File: src/rtl/product_accumulator.sv
`default_nettype none
// ============================================================================
// Module      : product_accumulator
// Description : Sums a programmed number of 64-bit signed products received
//               over a valid/ready handshake into a saturating ACC_W-bit
//               accumulator. The result is held, together with a sticky
//               saturation flag, until the downstream sink accepts it.
// Ports       : clk, rst (async, active-high)
//               start, len              - begin an accumulation of len terms
//               in_valid, in_prod,      - product input handshake
//               in_ready
//               out_valid, out_ready,   - result output handshake
//               out_sum, out_count,
//               overflow
//               busy                    - state is not IDLE
// Revision    : 1.0 - initial release
// ============================================================================
module product_accumulator #(
  parameter int ACC_W = 72,
  parameter int LEN_W = 8
) (
  input  logic             clk,
  input  logic             rst,
  input  logic             start,
  input  logic [LEN_W-1:0] len,
  input  logic             in_valid,
  input  logic [63:0]      in_prod,
  output logic             in_ready,
  output logic             out_valid,
  input  logic             out_ready,
  output logic [ACC_W-1:0] out_sum,
  output logic [LEN_W-1:0] out_count,
  output logic             overflow,
  output logic             busy
);

  typedef enum logic [1:0] {
    ST_IDLE  = 2'd0,
    ST_ACCUM = 2'd1,
    ST_HOLD  = 2'd2
  } state_t;

  localparam logic [ACC_W-1:0] c_acc_max = {1'b0, {(ACC_W-1){1'b1}}};
  localparam logic [ACC_W-1:0] c_acc_min = {1'b1, {(ACC_W-1){1'b0}}};

  state_t           r_state;
  logic [ACC_W-1:0] r_acc;
  logic [LEN_W-1:0] r_count;
  logic [LEN_W-1:0] r_target;
  logic             r_ovf;

  logic [ACC_W:0]   w_prod_ext;
  logic [ACC_W:0]   w_sum_wide;
  logic             w_sat_hi;
  logic             w_sat_lo;
  logic [ACC_W-1:0] w_sum_sat;
  logic             w_xfer;
  logic [LEN_W-1:0] w_count_inc;

  // The add is carried out one bit wider than the accumulator so that the
  // true sign is always available; disagreement between the top two bits
  // means the result left the representable ACC_W-bit range.
  assign w_prod_ext = {{(ACC_W+1-64){in_prod[63]}}, in_prod};
  assign w_sum_wide = {r_acc[ACC_W-1], r_acc} + w_prod_ext;
  assign w_sat_hi   = ~w_sum_wide[ACC_W] &  w_sum_wide[ACC_W-1];
  assign w_sat_lo   =  w_sum_wide[ACC_W] & ~w_sum_wide[ACC_W-1];

  always_comb begin
    w_sum_sat = w_sum_wide[ACC_W-1:0];
    if (w_sat_hi) begin
      w_sum_sat = c_acc_max;
    end else if (w_sat_lo) begin
      w_sum_sat = c_acc_min;
    end
  end

  assign w_xfer      = (r_state == ST_ACCUM) && in_valid;
  assign w_count_inc = r_count + LEN_W'(1);

  always_ff @(posedge clk or posedge rst) begin
    if (rst) begin
      r_state  <= ST_IDLE;
      r_acc    <= '0;
      r_count  <= '0;
      r_target <= '0;
      r_ovf    <= 1'b0;
    end else begin
      case (r_state)
        ST_IDLE: begin
          if (start) begin
            r_target <= len;
            r_acc    <= '0;
            r_count  <= '0;
            r_ovf    <= 1'b0;
            r_state  <= (len != '0) ? ST_ACCUM : ST_HOLD;
          end
        end
        ST_ACCUM: begin
          if (w_xfer) begin
            r_acc   <= w_sum_sat;
            r_count <= w_count_inc;
            if (w_sat_hi || w_sat_lo) begin
              r_ovf <= 1'b1;
            end
            // Leave on the same edge that accepts the final term.
            if (w_count_inc == r_target) begin
              r_state <= ST_HOLD;
            end
          end
        end
        ST_HOLD: begin
          // out_valid is implied by this state, so out_ready alone decides.
          if (out_ready) begin
            r_state <= ST_IDLE;
          end
        end
        default: begin
          r_state <= ST_IDLE;
        end
      endcase
    end
  end

  // Handshake and status outputs are pure state decodes; the data outputs
  // come straight from registers, so no input reaches an output
  // combinationally.
  assign in_ready  = (r_state == ST_ACCUM);
  assign out_valid = (r_state == ST_HOLD);
  assign busy      = (r_state != ST_IDLE);
  assign out_sum   = r_acc;
  assign out_count = r_count;
  assign overflow  = r_ovf;

endmodule
`default_nettype wire
File: config.mk
export PLATFORM = sky130hd
export DESIGN_NAME = product_accumulator
export DESIGN_NICKNAME = d
export VERILOG_FILES = /design/src/rtl/product_accumulator.sv
export SDC_FILE = /design/constraint.sdc
export NUM_CORES = 1
export LEC_CHECK = 0
export BUFFER_PORTS_ARGS = -buffer_cell sky130_fd_sc_hd__buf_4
export CELL_PAD_IN_SITES_DETAIL_PLACEMENT = 2
export CELL_PAD_IN_SITES_GLOBAL_PLACEMENT = 2
export CORE_AREA = 10 10 178 180
export DETAILED_ROUTE_END_ITERATION = 6
export DIE_AREA = 0 0 188 190
export GPL_TIMING_DRIVEN = 0
export PLACE_DENSITY = 0.75
export RECOVER_POWER = 25
export SLEW_MARGIN = 20
export SYNTH_ARGS = -nofsm -noshare
export SYNTH_HDL_FRONTEND = slang
export SYNTH_SLANG_ARGS = --single-unit
File: constraint.sdc
create_clock -name clk -period 4.15 [get_ports clk]
set_input_delay 0.83 -clock clk [delete_from_list [all_inputs] [get_ports clk]]
set_output_delay 0.83 -clock clk [all_outputs]
set_load 0.02 [all_outputs]
==> reports/results.tsv, run 1 <==
metric	value	unit
status	complete, but fails checks	
violations	max-capacitance violations, max-slew violations	
wl_per_cell	21.8	um
syn_area	8360	um2
fmax	0.241	GHz
antenna_found_initial	1	
worstMarginPinSlew	2180	ps
synthAdderAreaFrac	11.5	%
gp_congestion	0.851	
worstPathArrival	4370	ps
layout-drive-gt1-share	27.2	%
swShare	51.8	%
internal_power	4.61	mW
grt_pass1_wl	56.2	mm
syn_inst	1047	
dr.first_iter.drc_count	405	
power.share.clock	9.0	%
synth_top_family_by_area	compound AO/OA/AOI/OAI gates	
place_ws	-1570	ps
ir_worst_vdd	244	uV
synth_edf_count	0	
cts_hold_buffers	0	
max_stage_delay	380	ps
initial_core_util	29.6	%
cts_tree	done	
overflow	0	
stdcell_count	1652	
cts_made_buffers	9	
area_growth_syn_to_layout	34.1	%
regArea	2280	um2
synth_area_leaders	dfrtp_1 (27%), ha_1 (11%), a21oi_1 (8.4%)	
avgSynthCellArea	7.99	um2
fillers	3285	
vias	8851	
slowest_stage	a211o_4	
worstPathCellList	buf_4, ha_4, buf_6, buf_4, a21o_1, o21bai_1, a21oi_1, o21a_1, o21a_1, a31oi_4, a211o_4, nand3_4, o21ai_4, xor2_1, ha_2, buf_8, and3_2, clkbuf_16, a21oi_1, o21ai_1	
cts.path.max_buffers	2	
r2r_start	out_sum[34]$_DFFE_PP0P_	
leakage	5.14	nW
die_h	190	um
total_power	9.56	mW
power_frac_comb	73.7	%
synth_top_area_cell	dfrtp_1	
power_density	852	nW/um2
io_buffers	160	
post-route-drc-count	0	
wirelength	36.1	mm
final_antenna_net_count	0	
post-route-util	39.7	%
hold_depth	2	
cp-end-kind	flip-flop	
fin_crit	4140	ps
holdPathEnd	out_sum[9]$_DFFE_PP0P_	
critPathLaunch	in_prod[34]	
io_pins	161	
crit_path_start_kind	input port	
hold_viol	0	
grt_usage	19.4	%
h-tree-depth	3	
dpl.hpwl	27.2	mm
hold_start	out_sum[9]$_DFFE_PP0P_	
critPathKind	in2reg	
multi_input_area	6030	um2
reg2reg_depth	19	
slew_headroom	-46.0	%
r2r_slack	170	ps
async_flop_share	100	%
synth_xor_area_share	8.70	%
p_sw	4.95	mW
cp.required	4380	ps
synth_simple_gate_area_share	16.0	%
slew_viol_final	46	
die_area	35700	um2
clock_skew	17.1	ps
core	28200	um2
ys.flop_type	dfrtp_1	
grt_pass1_vias	9964	
fin_nets	1415	
synthesis.nets	1200	
yosysSeqAreaShare	27.2	%
yosys_register_bits	91	
die_w	188	um
grt_max_degree	48	
clk_transition_reported_paths	90	ps
synth_cell_types	77	
finalCritPeriodShare	99.8	%
ys_warn_count	0	
setup_viol	0	
cts.sinks	91	
seq_power_share	17.4	%
worstHoldPathType	reg2reg	
layout_setup_ws	9.16	ps
drv_cap	1	
synth_compound_area_share	30.9	%
rows	62	
root_buffer	clkbuf_16	
reg2reg_to	out_sum[68]$_DFFE_PP0P_	
synth_top_area_share	27.2	%
viasPerCell	5.36	
synthMuxAreaShare	1.08	%
rsz0062_at_grt	yes	
dr.pass1.iters	5	
clock_latency	370	ps
place_inst	1592	
critPathMaxFanout	6	
worst max-delay path by stage:
stage | slack (ps) | cells past startpoint | to
after floorplan | 20 | 21 | out_sum[69]$_DFFE_PP0P_
after global placement | -1520 | 21 | out_sum[61]$_DFFE_PP0P_
after detailed placement | -1570 | 21 | out_sum[29]$_DFFE_PP0P_
after CTS | 10 | 19 | out_sum[48]$_DFFE_PP0P_
after global routing | -120 | 20 | out_sum[7]$_DFFE_PP0P_
final | 9 | 20 | out_sum[68]$_DFFE_PP0P_
per-layer routing:
layer | GRT usage, % | share of wire (%) | vias up | wire [um]
met5 | 0 | 0 | - | 0
met1 | 24.2 | 46 | 4446 | 16400
met2 | 33.8 | 49 | 157 | 17700
met4 | 4.12 | 1.2 | 0 | 431
met3 | 3.75 | 4.2 | 24 | 1510
li1 | - | - | 4224 | -
power by group through the flow:
stage	combinational (mW)	sequential (mW)	clock, mW
after floorplan	3.81	1.94	0
after global placement	6.00	1.63	0
after detailed placement	6.17	1.65	0
after CTS	6.60	1.64	0.875
after global routing	7.74	1.71	0.910
final	7.04	1.66	0.857
cell usage after synthesis (3+ instances only):
cell,n
a211oi_1,7
a21boi_0,4
a21o_1,38
a21oi_1,140
a221o_1,5
a221oi_1,5
a31o_2,3
a31oi_1,9
and2_1,5
and3_1,13
buf_2,13
buf_4,8
clkbuf_1,39
dfrtp_1,91
ha_1,75
inv_1,30
mux2_2,8
nand2_1,123
nand2b_1,4
nand3_1,13
nand4_1,17
nor2_1,65
nor2b_1,6
nor3_1,14
nor4_1,5
o211a_1,3
o211ai_1,8
o21a_1,10
o21ai_0,103
o21ai_1,22
o21ai_2,4
o21bai_1,10
o22ai_1,4
o31ai_1,5
or3_1,4
xnor2_1,59
xor2_1,24
cell type report:
cell class / count / share of cell area [%]
clock inverter: 6 / 0.424
timing repair buffer: 209 / 14.5
multi-input combinational: 866 / 53.8
clock buffer: 10 / 2.04
antenna: 1 / 0.0223
tap: 384 / 4.28
inverter: 30 / 1.04
buffer: 55 / 3.59
sequential: 91 / 20.3
cells by family (layout without fill, tap and decap cells):
group | count (synthesis) | in the layout
muxes | 8 | 8
AOI/OAI and AO/OA | 412 | 412
and+or+nand+nor | 286 | 287
DFF | 91 | 91
buffers and inverters | 91 | 310
xor gates and xnor gates | 83 | 83
other | 0 | 1
adders and majority gates | 76 | 76
cells in the final DEF (no fill, tap or decap), drive strengths merged, types with 4 or more instances in the layout:
master	Yosys	final
and2	6	6
or3	6	6
a211oi	7	7
a21boi	6	6
xor2	24	24
xnor2	59	59
a221oi	5	5
buf	22	230
o21ai	129	129
a21oi	141	141
nand2b	4	4
ha	75	75
mux2	8	8
o21a	10	10
o21bai	11	11
nand3	14	14
inv	30	32
clkbuf	39	44
nor2	65	65
dfrtp	91	91
nor4	7	7
a21o	38	38
or2	4	4
nor2b	6	6
a31oi	12	12
nor3	14	14
o22ai	4	4
a221o	5	5
nand4	18	18
o31ai	7	7
nand2	123	123
o211ai	8	8
and3	13	14
worst max-delay path: cells and delay by family:
kind	cells	cell delay [ps]
compound gates	10	1940
buf+inv	5	690
fa+ha+maj	2	430
simple gates	2	330
xor+xnor	1	150
state kept, by name, summed over array words and instances (netlist names):
| signal | flops |
|---|---|
| out_count | 8 |
| r_target | 8 |
| overflow | 1 |
| out_sum | 72 |
| r_state | 2 |
stage by stage:
| stage | hold slack, ps | area [um2] | TNS [ps] |
|---|---|---|---|
| after global routing | 552 | 11200 | -3260 |
| after CTS | 507 | 10800 | 0 |
| after global placement | 493 | 10100 | -153920 |
| after detailed placement | 507 | 10100 | -96240 |
| final | 517 | 11200 | 0 |
| after floorplan | 500 | 8370 | 0 |
timing repair:
action                     CTS  global route
setup endpoints to repair   71            65
buffers inserted            20            24
hold endpoints to repair     0             0
cloned                       4             1
pin swaps                   12            23
resized for setup           45            69
No activity file was read; power rests on OpenSTA's default activity.
==> inputs of run 2 (changes only) <==
==> constraint.sdc (replaced) <==
create_clock -name clk -period 4.15 [get_ports clk]
set_input_delay 1.245 -clock clk [delete_from_list [all_inputs] [get_ports clk]]
set_output_delay 1.245 -clock clk [all_outputs]
set_load 0.02 [all_outputs]
==> reports/results.tsv, run 2 (synthesis results as in run 1) <==
metric	value	unit	change
hold-worst-slack	524	ps	was 517 ps
vias	9086		was 8851
layout-drive-gt1-share	35.5	%	was 27.2%
ir_worst_vdd	279	uV	was 244 uV
largest_reg_flops	72		unchanged
tns	-15680	ps	was 0 ps
place_inst	1592		unchanged
hold_start	out_sum[11]$_DFFE_PP0P_		was out_sum[9]$_DFFE_PP0P_
leakage	5.32	nW	was 5.14 nW
setup_viol	71		was 0
status	complete, but fails checks		unchanged
drv_cap	1		unchanged
antenna_found_initial	0		was 1
post-route-drc-count	0		unchanged
reg2reg_to	out_sum[69]$_DFFE_PP0P_		was out_sum[68]$_DFFE_PP0P_
r2r_slack	240	ps	was 170 ps
fin_nets	1421		was 1415
post-route-util	42.9	%	was 39.7%
h-tree-depth	3		unchanged
mostFrequentLayoutCells	buf_4 (201), nand2_1 (118), a21oi_1 (96)		was buf_4 (206), a21oi_1 (131), nand2_1 (121)
worstMarginPinSlew	1880	ps	was 2180 ps
critPathKind	in2reg		unchanged
cp.required	4410	ps	was 4380 ps
seq_power_share	15.6	%	was 17.4%
rows	62		unchanged
stdcell_count	1657		was 1652
cts_hold_buffers	0		unchanged
core	28200	um2	unchanged
wl_per_cell	23.5	um	was 21.8 um
hold_depth	2		unchanged
viasPerCell	5.48		was 5.36
die_h	190	um	unchanged
slew_viol_final	67		was 46
grt_max_degree	67		was 48
cts_made_buffers	9		unchanged
r2r_start	out_sum[0]$_DFFE_PP0P_		was out_sum[34]$_DFFE_PP0P_
power_density	903	nW/um2	was 852 nW/um2
slew_headroom	-25.5	%	was -46.0%
final_common_cell	buf_4		unchanged
overflow	0		unchanged
dr.pass1.iters	4		was 5
worstHoldPathType	reg2reg		unchanged
power.share.clock	8.3	%	was 9.0%
hold_viol	0		unchanged
grt_pass1_wl	58.5	mm	was 56.2 mm
reg2reg_depth	21		was 19
dr.first_iter.drc_count	499		was 405
dpl.hpwl	27.6	mm	was 27.2 mm
cts.sinks	91		unchanged
n_antenna_cell	0		was 1
place_area	10400	um2	was 10100 um2
power_frac_comb	76.1	%	was 73.7%
fin_crit	4440	ps	was 4140 ps
stdcell_area	12100	um2	was 11200 um2
io_buffers	160		unchanged
area_growth_syn_to_layout	45.0	%	was 34.1%
grt_pass1_vias	9967		was 9964
grt_usage	20.5	%	was 19.4%
io_pins	161		unchanged
p_sw	5.71	mW	was 4.95 mW
holdPathEnd	out_sum[11]$_DFFE_PP0P_		was out_sum[9]$_DFFE_PP0P_
gp_congestion	0.853		was 0.851
worstPathArrival	4700	ps	was 4370 ps
die_area	35700	um2	unchanged
internal_power	5.24	mW	was 4.61 mW
initial_core_util	29.6	%	unchanged
clock_latency	380	ps	was 370 ps
final_antenna_net_count	0		unchanged
rsz0062_at_grt	yes		unchanged
violations	max-capacitance violations, max-slew violations, negative setup slack		was max-capacitance violations, max-slew violations
clk_transition_reported_paths	90	ps	about the same
cts_tree	done		unchanged
finalCritPeriodShare	107	%	was 99.8%
die_w	188	um	unchanged
swShare	52.1	%	was 51.8%
fmax	0.225	GHz	was 0.241 GHz
place_ws	-1330	ps	was -1570 ps
total_power	10.9	mW	was 9.56 mW
root_buffer	clkbuf_16		unchanged
layout_setup_ws	-290	ps	was 9.16 ps
cp-end-kind	flip-flop		unchanged
critPathMaxFanout	10		was 6
cts.path.max_buffers	2		unchanged
wirelength	38.9	mm	was 36.1 mm
crit_path_start_kind	input port		unchanged
clock_skew	16.5	ps	was 17.1 ps
[run 2: changes by cell type in the layout (fill, tap and decap cells not counted), sizes merged]
cell    delta
clkbuf     +5
clkinv     +1
diode      -1
[run 2: layout make-up]
type	count	area (um2)
Fill cell	3135	16100
Multi-Input combinational cell	866	6700
Sequential cell	91	2280
Timing Repair Buffer	219	1780
Tap cell	384	480
Buffer	51	460
Clock buffer	9	225
Inverter	30	126
Clock inverter	7	76.3
[run 2: worst max path at each step]
stage                            from                       to  slack, ps  depth (start not counted)
after floorplan           in_prod[34]  out_sum[30]$_DFFE_PP0P_       -180                         18
after global placement     in_prod[0]  out_sum[69]$_DFFE_PP0P_      -1190                         19
after detailed placement   in_prod[0]  out_sum[36]$_DFFE_PP0P_      -1330                         20
after CTS                 in_prod[40]  out_sum[42]$_DFFE_PP0P_       -170                         19
after global routing       in_prod[0]  out_sum[69]$_DFFE_PP0P_       -350                         22
final                      in_prod[4]  out_sum[59]$_DFFE_PP0P_       -290                         18
[run 2: power by group through the flow]
stage	clock network [mW]	registers (mW)	logic, mW
after global placement	0	1.66	6.26
after floorplan	0	1.95	4.04
after detailed placement	0	1.68	6.45
final	0.906	1.71	8.33
after global routing	0.958	1.77	9.03
after CTS	0.927	1.69	7.44
[run 2: routing by layer]
metal | wire length, um | vias up | part of all wire [%] | GRT usage [%]
met3 | 1340 | 32 | 3.4 | 3.13
met4 | 661 | 0 | 1.7 | 4.52
li1 | - | 4250 | - | -
met5 | 0 | - | 0 | 0
met2 | 19600 | 151 | 50 | 35.9
met1 | 17300 | 4653 | 45 | 26.0
[run 2: worst max-delay path, stage by stage]
cell	delay, ps
buf_4	120
ha_4	260
a21o_1	210
a21oi_1	520
a21boi_4	140
a31oi_4	200
o21ai_4	100
a22oi_2	260
o211ai_1	150
buf_4	180
a21oi_4	220
o21ai_4	100
ha_4	200
buf_8	120
and3_4	210
clkbuf_16	180
a21oi_1	180
o21ai_2	90
[run 2: repair_timing]
item	in CTS	in global routing
buffers inserted	37	14
pin swaps	44	38
resized for setup	154	107
setup endpoints to repair	72	71
gates cloned	6	2
==> inputs of run 3 (changes only) <==
- CELL_PAD_IN_SITES_DETAIL_PLACEMENT: 2 -> 0
==> reports/results.tsv, run 3 (synthesis results as in run 1) <==
metric	value	unit	change
wirelength	32.6	mm	was 38.9 mm
layout_setup_ws	-88.3	ps	was -290 ps
largest_reg_flops	72		unchanged
cts_tree	done		unchanged
place_inst	1592		unchanged
final_antenna_net_count	0		unchanged
grt_pass1_wl	50.2	mm	was 58.5 mm
drv_cap	1		unchanged
overflow	0		unchanged
grt_pass1_vias	8731		was 9967
layout-drive-gt1-share	33.1	%	was 35.5%
io_buffers	160		unchanged
leakage	5.27	nW	was 5.32 nW
final_common_cell	buf_4		unchanged
fin_crit	4240	ps	was 4440 ps
stdcell_count	1664		was 1657
rows	62		unchanged
critPathMaxFanout	6		was 10
cts.path.max_buffers	2		unchanged
dr.pass1.iters	5		was 4
critPathKind	in2reg		unchanged
finalCritPeriodShare	102	%	was 107%
gp_congestion	0.853		unchanged
die_area	35700	um2	unchanged
status	complete, but fails checks		unchanged
dr.first_iter.drc_count	548		was 499
worstHoldPathType	reg2reg		unchanged
core	28200	um2	unchanged
multi_input_area	6490	um2	was 6700 um2
die_w	188	um	unchanged
wl_per_cell	19.6	um	was 23.5 um
fin_nets	1427		was 1421
crit_path_start_kind	input port		unchanged
fillers	2997		was 3135
area_growth_syn_to_layout	42.2	%	was 45.0%
regArea	2280	um2	unchanged
cp.required	4440	ps	was 4410 ps
violations	max-capacitance violations, max-slew violations, negative setup slack		unchanged
clk_transition_reported_paths	80	ps	was 90 ps
hold_viol	0		unchanged
clock_latency	360	ps	was 380 ps
initial_core_util	29.6	%	unchanged
antenna_found_initial	1		was 0
cts_made_buffers	9		unchanged
grt_max_degree	67		unchanged
place_ws	-1230	ps	was -1330 ps
clock_skew	13.7	ps	was 16.5 ps
cp-end-kind	flip-flop		unchanged
cts_hold_buffers	0		unchanged
die_h	190	um	unchanged
hold-worst-slack	499	ps	was 524 ps
mostFrequentLayoutCells	buf_4 (212), nand2_1 (119), a21oi_1 (92)		was buf_4 (201), nand2_1 (118), a21oi_1 (96)
post-route-drc-count	0		unchanged
power_density	848	nW/um2	was 903 nW/um2
slew_headroom	-22.1	%	was -25.5%
worstPathArrival	4530	ps	was 4700 ps
vias	8614		was 9086
r2r_slack	410	ps	was 240 ps
slew_viol_final	67		unchanged
ir_worst_vdd	258	uV	was 279 uV
io_pins	161		unchanged
root_buffer	clkbuf_16		unchanged
h-tree-depth	3		unchanged
grt_usage	17.4	%	was 20.5%
dpl.hpwl	24.5	mm	was 27.6 mm
viasPerCell	5.18		was 5.48
fmax	0.236	GHz	was 0.225 GHz
cts.sinks	91		unchanged
rsz0062_at_grt	yes		unchanged
setup_viol	41		was 71
worstMarginPinSlew	1830	ps	was 1880 ps
## run 3: path summary, 6_finish.rpt
| check | cells past startpoint | to | from |
|---|---|---|---|
| setup / recovery | 20 | out_sum[34]$_DFFE_PP0P_ | in_prod[0] |
| setup reg to reg | 17 | out_sum[34]$_DFFE_PP0P_ | out_sum[17]$_DFFE_PP0P_ |
| hold / removal | 1 | overflow$_DFFE_PP0P_ | overflow$_DFFE_PP0P_ |
| max in group asynchronous | 3 | out_sum[32]$_DFFE_PP0P_ | rst |
| hold reg to reg | 1 | overflow$_DFFE_PP0P_ | overflow$_DFFE_PP0P_ |
| min in group asynchronous | 2 | out_sum[61]$_DFFE_PP0P_ | rst |
## run 3: final cells by class
type | instances | share of cell area, %
well taps | 384 | 4.04
plain buffers | 53 | 3.93
clock buffers | 9 | 1.89
inverters | 30 | 1.02
repair buffers | 223 | 14.9
clock inverters | 7 | 0.505
multi-input cells | 866 | 54.6
flip-flops and latches | 91 | 19.2
diodes | 1 | 0.0210
## run 3: stage by stage
step / setup TNS (ps) / power, mW / utilization, % / cell area [um2]
after CTS: -8290 / 9.56 / 40.4 / 11400
after global placement: -178280 / 7.91 / 36.7 / 10400
after global routing: -10360 / 10.9 / 42.1 / 11900
after detailed placement: -76230 / 7.92 / 36.8 / 10400
final: -2290 / 10.1 / 42.1 / 11900
after floorplan: -6610 / 5.99 / - / 8680
## run 3: report_power, final
group	total [mW]	internal [mW]	switching [mW]
Combinational	7.51	3.31	4.20
Clock	0.869	0.419	0.450
Sequential	1.70	1.28	0.429
Total	10.1	5.00	5.08
## run 3: layer usage
layer  vias to the layer above  share of wire (%)  track usage, %
li1                       4260                  -               -
met1                      4141                 48            23.3
met2                       193                 46            28.5
met3                        20                4.3            3.28
met4                         0                1.3            3.75
met5                         -                  0               0
## run 3: worst max-delay path, cell delays in order
cell       delay (ps)
buf_8              70
ha_4              130
inv_2              40
fa_2              360
and2b_2           260
o2111ai_4         170
a21boi_2          240
a31oi_4           130
o21ai_4           210
a22oi_2           140
o211ai_1          170
buf_4             160
a21oi_4            60
o21ai_4           200
ha_4              170
buf_8             100
and3_4            310
clkbuf_16         200
a21oi_2            40
o21ai_1           100
## run 3: timing repair
action                     CTS  global route
pin swaps                   27            47
setup endpoints to repair   72            71
setup buffers               29            26
gates resized for setup    114            80
gates cloned                 6             2
